`src/rtl/swish_pkg.sv`:
```
// Shared constants and helpers for the hard-swish pipeline.
// Holds the ReLU6 clamp limits, the 1/6 reciprocal scaling and saturation.
package swish_pkg;

    localparam int RELU6_OFFSET = 3;
    localparam int RELU6_MAX    = 6;
    localparam int RECIP6_MUL   = 43;
    localparam int RECIP6_SHIFT = 8;
    localparam int RECIP6_RND   = 128;

    // Clamp v into the signed range of a width-bit integer.
    function automatic logic signed [31:0] sat_width(
        input logic signed [31:0] v,
        input int                 width
    );
        logic signed [31:0] hi;
        logic signed [31:0] lo;
        hi = (32'sd1 <<< (width - 1)) - 32'sd1;
        lo = -(32'sd1 <<< (width - 1));
        if (v > hi) begin
            return hi;
        end
        if (v < lo) begin
            return lo;
        end
        return v;
    endfunction

endpackage

```
`src/rtl/swish_div6.sv`:
```
// Combinational divide-by-6 with round-half-away-from-zero and saturation.
// Ports: p (product, WIDTH+4 signed) in, y (WIDTH signed) out.
module swish_div6 #(
    parameter int WIDTH         = 8,
    parameter int USE_SHIFT_ADD = 0
) (
    input  logic signed [WIDTH+3:0] p,
    output logic signed [WIDTH-1:0] y
);
    import swish_pkg::*;

    localparam int PW = WIDTH + 4;
    localparam int MW = WIDTH + 10;

    logic              neg;
    logic [PW-1:0]     mag;
    logic [MW-1:0]     mag_w;
    logic [MW-1:0]     q;
    logic signed [31:0] q_s;

    // Work on the magnitude so both modes round symmetrically about zero.
    always_comb begin
        neg   = p[PW-1];
        mag   = neg ? PW'(-p) : PW'(p);
        mag_w = {{(MW - PW){1'b0}}, mag};
    end

    generate
        if (USE_SHIFT_ADD != 0) begin : g_shift_add
            logic [MW-1:0] prod;
            // mag * 43 as 32 + 8 + 2 + 1, then scale by 1/256 with rounding.
            always_comb begin
                prod = (mag_w << 5) + (mag_w << 3)
                     + (mag_w << 1) + mag_w;
                q    = (prod + MW'(RECIP6_RND)) >> RECIP6_SHIFT;
            end
        end else begin : g_exact
            // Adding half the divisor before truncation rounds ties away.
            always_comb begin
                q = (mag_w + MW'(RELU6_OFFSET)) / MW'(RELU6_MAX);
            end
        end
    endgenerate

    always_comb begin
        q_s = neg ? -$signed(32'(q)) : $signed(32'(q));
        y   = WIDTH'(sat_width(q_s, WIDTH));
    end

endmodule

```
`src/rtl/swish.sv`:
```
// Two-stage hard-swish pipeline: y = x * clamp(x + 3, 0, 6) / 6.
// Ports: clk, rst_n, in_valid, x in; out_valid, y out (latency 2, II 1).
module swish #(
    parameter int WIDTH         = 8,
    parameter int USE_SHIFT_ADD = 0
) (
    input  logic                    clk,
    input  logic                    rst_n,
    input  logic                    in_valid,
    input  logic signed [WIDTH-1:0] x,
    output logic                    out_valid,
    output logic signed [WIDTH-1:0] y
);
    import swish_pkg::*;

    localparam int XW = WIDTH + 1;
    localparam int PW = WIDTH + 4;

    logic signed [XW-1:0] xp3;
    logic [2:0]           r;
    logic signed [PW-1:0] p_next;
    logic                 v1;
    logic signed [PW-1:0] p1;
    logic signed [WIDTH-1:0] y_next;

    // One extra bit keeps x + 3 from wrapping at the top of the range.
    always_comb begin
        xp3 = XW'(x) + XW'(RELU6_OFFSET);
        if (xp3[XW-1]) begin
            r = 3'd0;
        end else if (xp3 > XW'(RELU6_MAX)) begin
            r = 3'(RELU6_MAX);
        end else begin
            r = xp3[2:0];
        end
        p_next = PW'(x) * PW'($signed({1'b0, r}));
    end

    swish_div6 #(
        .WIDTH        (WIDTH),
        .USE_SHIFT_ADD(USE_SHIFT_ADD)
    ) u_div6 (
        .p(p1),
        .y(y_next)
    );

    // Data registers only load on a valid beat so y holds through gaps.
    always_ff @(posedge clk or negedge rst_n) begin
        if (!rst_n) begin
            v1        <= 1'b0;
            p1        <= '0;
            out_valid <= 1'b0;
            y         <= '0;
        end else begin
            v1        <= in_valid;
            out_valid <= v1;
            if (in_valid) begin
                p1 <= p_next;
            end
            if (v1) begin
                y <= y_next;
            end
        end
    end

endmodule

```
`config.mk`:
```
export PLATFORM = sky130hd
export DESIGN_NAME = swish
export DESIGN_NICKNAME = d
export VERILOG_FILES = /design/src/rtl/swish_pkg.sv /design/src/rtl/swish_div6.sv /design/src/rtl/swish.sv
export SDC_FILE = /design/constraint.sdc
export NUM_CORES = 1
export LEC_CHECK = 0
export ABC_AREA = 0
export CORE_MARGIN = 5
export CORE_UTILIZATION = 50
export DETAILED_ROUTE_END_ITERATION = 16
export PLACE_DENSITY = 0.79
export SYNTH_ARGS = -nofsm -noshare
export SYNTH_HDL_FRONTEND = slang
export SYNTH_HIERARCHICAL = 1
export SYNTH_SLANG_ARGS = --single-unit
```
`constraint.sdc`:
```
create_clock -name clk -period 7.95 [get_ports clk]
set_input_delay 1.59 -clock clk [delete_from_list [all_inputs] [get_ports clk]]
set_output_delay 1.59 -clock clk [all_outputs]
set_load 0.1 [all_outputs]
```
==> summary by stage <==
Status
The flow ran to the end, and the final reports show no timing, DRC or antenna violations.

Logic synthesis
Sequential elements use a little under an eighth of the synthesized area. In this run, synthesis inferred 0 flip-flops with an integrated enable. The synthesized design contains 22 register bits.

After synthesis, the share of flip-flops with an asynchronous set or reset is 100.0%. The synthesized cell area is 4677 um2. The cell count after synthesis came out at a little over 600. Among all flip-flop cells after synthesis, the most frequent one is dfrtp_1. Yosys printed 6 warnings. The count of distinct cell types in the synthesized netlist is approximately 100. The number of nets in the synthesized netlist is roughly 650. Dividing the synthesized area by the synthesized cell count gives 7.731 um2.

Critical path
The endpoint of the worst-slack reg-to-reg timing path is y[2]. The start of the worst register-to-register path is p1[0]. In this run the register-to-register setup slack is 360 ps.

Among cell families on the critical path, the largest total delay comes from simple AND/OR/NAND/NOR gates. On the worst path, the slowest cell contributes a delay of approximately 560 ps. Counting buffers and inverters, the worst setup path is 27 cells deep.

The worst setup path is launched from a register. For this design, the slowest cell found on the critical path is or4b_4. The signal arrival time at the worst endpoint is between 7000 and 8000 ps. Of all nets on the critical path, the largest fanout is 12. The cell repeated most along the worst path is ha_1. The data required time at the worst endpoint is 8150 ps. The depth of the worst register-to-register path is 27. The critical path ends at y[2]. The most critical setup path has its startpoint at p1[0]. The critical path contains buffers and inverters numbering 2 combined. The critical path class is register to register.

STA classifies the critical path endpoint as a register.

Place
In this run the tool buffered the top-level ports with 19 buffer cells. The half-perimeter wire length after placement is between 9000 and 10000 um. The placed instances occupy a cell area of roughly 5000 um2.

The setup slack after placement is 254.0 ps. Routability-driven placement finished with a final weighted congestion of between 0.9 and 1.

Min path
The worst hold path cell count is 1. The type of the worst min-delay path is register to register.

Global route
For this run the aggregate overflow at the end of global routing stands at 0. Across every metal layer, demand over resource in global routing totals 22.24%. The number of global-route vias before repair is roughly 4600.

The initial antenna violation count is 0. Entering global routing, the biggest net connects 26 pins. The first global-routing pass estimated about 22000 um of wire.

STA
The clock arrives with around 1.6 ps of skew. The worst setup margin is ~360 ps. The worst slew margin relative to its limit is approximately 30%.

Setup violations remaining at the end of the flow were counted as 0. The worst path in the final design needs a cycle of around 7600 ps, including I/O delays and setup. The worst-margin pin slew is about 1100 ps. The worst-case hold slack is just over 500 ps.

The number of slew-limit violations in the final report was 0. The total count of hold-check failures in the final report is 0. The post-route clock period utilization is 95.47%. The highest clock rate is 131.7 MHz.

Power
Summed over all cells, the static leakage comes to 2.104 nW. The worst-case IR drop observed on VDD is approximately 0.28 mV. Per report_power, the clock group accounts for 6.6% of the total. The switching part of the total power is 56.09%.

The power density relative to cell area is 229.4 nW/um2. The internal power is between 0.5 and 0.6 mW. The part of the total power dissipated in combinational logic is 78.7%. The switching component of the power is between 0.6 and 0.7 mW. Registers are responsible for 14.6% of the overall power.

Clocking
The clock buffer count from CTS is 3. The clock reaches the later pin of the worst-skew pair after approximately 260 ps. The root buffer cell is clkbuf_8.

The clock passes through at most 2 buffers. For this design, the sink count on the clock tree is 22. In this run the number of H-tree levels came out at 1.

The TritonCTS clock tree is built. For this design, the CTS-stage hold fixing added 0 buffers. The clock transition at the registers of the reported paths is 70 ps.

Detailed routing
For this run, design rule violations remaining after detail routing come to 0. The per-cell routed wire length is between 15 and 20 um. The first-pass iteration count of the detailed router is 5.

The overall via count from detail_route is 4931. The detail route stage leaves a number of antenna-violating nets equal to 0. Using the TritonRoute via totals, the vias-per-cell ratio works out to slightly below 7. Wires add up to roughly 13000 um. For this block, the initial DRC count from the detailed router was about 380.

Finish
The number of antenna diodes in the final layout is 0. The area growth from synthesis to layout is 9.872%. The design area is between 5000 and 6000 um2. The fraction of final layout cells with drive strength greater than 1 is between 10% and 20%. After the last flow step, the layout net total stands at 667.

Die
The initial utilization of the core area, before any placement, comes to a little over 50%. During I/O placement, the number of pins put on the boundary was 20. The standard cell core area is slightly above 9000 um2. The floorplan row count is 35. The die area is 11390 um2. The width of the chip is 106.7 um.

The height of the die is ~110 um.

Run
The total of max-cap violations is 0.
==> what timing repair did <==
item / in CTS / in global routing
endpoints found under the setup margin: 0 / 7
buffers inserted: 0 / 5
gates resized for setup: 0 / 15
==> layout make-up <==
class	count	area [um2]
Sequential cell	22	550.5
Multi-Input combinational cell	513	3896
Clock buffer	4	55.05
Tap cell	111	138.9
Inverter	38	142.6
Timing Repair Buffer	41	355.3
Fill cell	869	4058
==> layer usage <==
layer / up-vias / part of all wire (%) / routed length [um] / track usage (%)
li1: 2314 / - / - / -
met2: 220 / 48 / 6197 / 36.42
met4: 0 / 2.6 / 333 / 8.950
met5: - / 0 / 0 / 0
met3: 38 / 6.5 / 843 / 2.408
met1: 2359 / 43 / 5569 / 29.92
==> power by group through the flow <==
stage / Combinational (mW) / Clock [mW] / Sequential, mW
6_report: 0.928 / 0.0781 / 0.173
5_1_grt: 1.00 / 0.0867 / 0.177
4_1_cts: 0.863 / 0.0812 / 0.171
3_5_place_dp: 0.859 / 0 / 0.174
3_3_place_gp: 0.847 / 0 / 0.173
2_1_floorplan: 0.551 / 0 / 0.279
==> flip-flops by register name, indices dropped and copies added (netlist names) <==
signal / count
p1: 12
y: 8
out_valid: 1
v1: 1
==> synth_stat cells, types with 7 or more instances <==
library cell	n	area, um2
nor3_1	20	100.1
a21oi_1	27	135.1
a21o_1	8	60.06
nand2_1	42	157.7
o211ai_1	11	82.58
nor2b_1	13	81.33
ha_1	29	362.9
fa_1	8	160.2
dfrtp_1	22	550.5
mux2_2	12	135.1
buf_2	11	55.05
a211oi_1	12	90.09
nor4_1	10	62.56
mux2i_1	7	70.07
nor2_1	48	180.2
inv_1	35	131.4
nand4_1	9	56.30
and2_1	15	93.84
a31oi_1	13	81.33
xor2_1	11	96.34
clkbuf_1	14	52.55
nand3_1	19	95.09
xnor2_1	21	183.9
and3_1	7	43.79
a32oi_1	8	70.07
o21ai_0	30	150.1
==> layout by cell type (no fill, tap or decap), types with 5 or more instances in the layout <==
| cell | n |
|---|---|
| nor2_1 | 48 |
| o21a_1 | 6 |
| a211oi_1 | 11 |
| nand4_1 | 9 |
| a21oi_1 | 27 |
| a31oi_1 | 11 |
| nand2_1 | 41 |
| nor2b_1 | 13 |
| or3_1 | 5 |
| mux2i_1 | 7 |
| o211ai_1 | 11 |
| a32oi_1 | 8 |
| nand3_1 | 19 |
| ha_1 | 29 |
| nand2b_1 | 5 |
| inv_1 | 35 |
| dfrtp_1 | 22 |
| and3_1 | 6 |
| nor3_1 | 20 |
| mux2_2 | 12 |
| fa_1 | 8 |
| xor2_1 | 11 |
| o21ai_0 | 29 |
| nor4_1 | 10 |
| clkdlybuf4s50_1 | 19 |
| buf_4 | 22 |
| o21ai_1 | 6 |
| a21o_1 | 8 |
| xnor2_1 | 20 |
| and2_1 | 15 |
| o31ai_1 | 5 |
==> metrics by stage <==
step / TNS, ps / instances / utilization (%) / power (mW)
global placement: 0 / 720 / 54.04 / 1.020
CTS: 0 / 724 / 54.64 / 1.116
global route: -352.2 / 729 / 55.88 / 1.264
detailed placement: 0 / 720 / 54.04 / 1.032
finish: 0 / 729 / 55.88 / 1.179
floorplan: 0 / 605 / - / 0.8298
==> worst min path at each step <==
stage / end / startpoint
2_1_floorplan: out_valid / v1
3_3_place_gp: y[0] / y[0]
3_5_place_dp: y[4] / y[4]
4_1_cts: y[4] / y[4]
5_1_grt: y[5] / y[5]
6_report: y[7] / y[7]
==> kinds of logic after synthesis <==
| family | count (synthesis) | share of synthesized area (%) |
|---|---|---|
| muxes | 20 | 4.628 |
| xor gates and xnor gates | 35 | 7.411 |
| and+or+nand+nor | 229 | 27.21 |
| AOI/OAI and AO/OA | 189 | 30.74 |
| other | 1 | 0.08018 |
| buffers and inverters | 70 | 6.554 |
| adders and majority gates | 39 | 11.61 |
| DFF | 22 | 11.77 |
(Power assumes the default switching activity.)
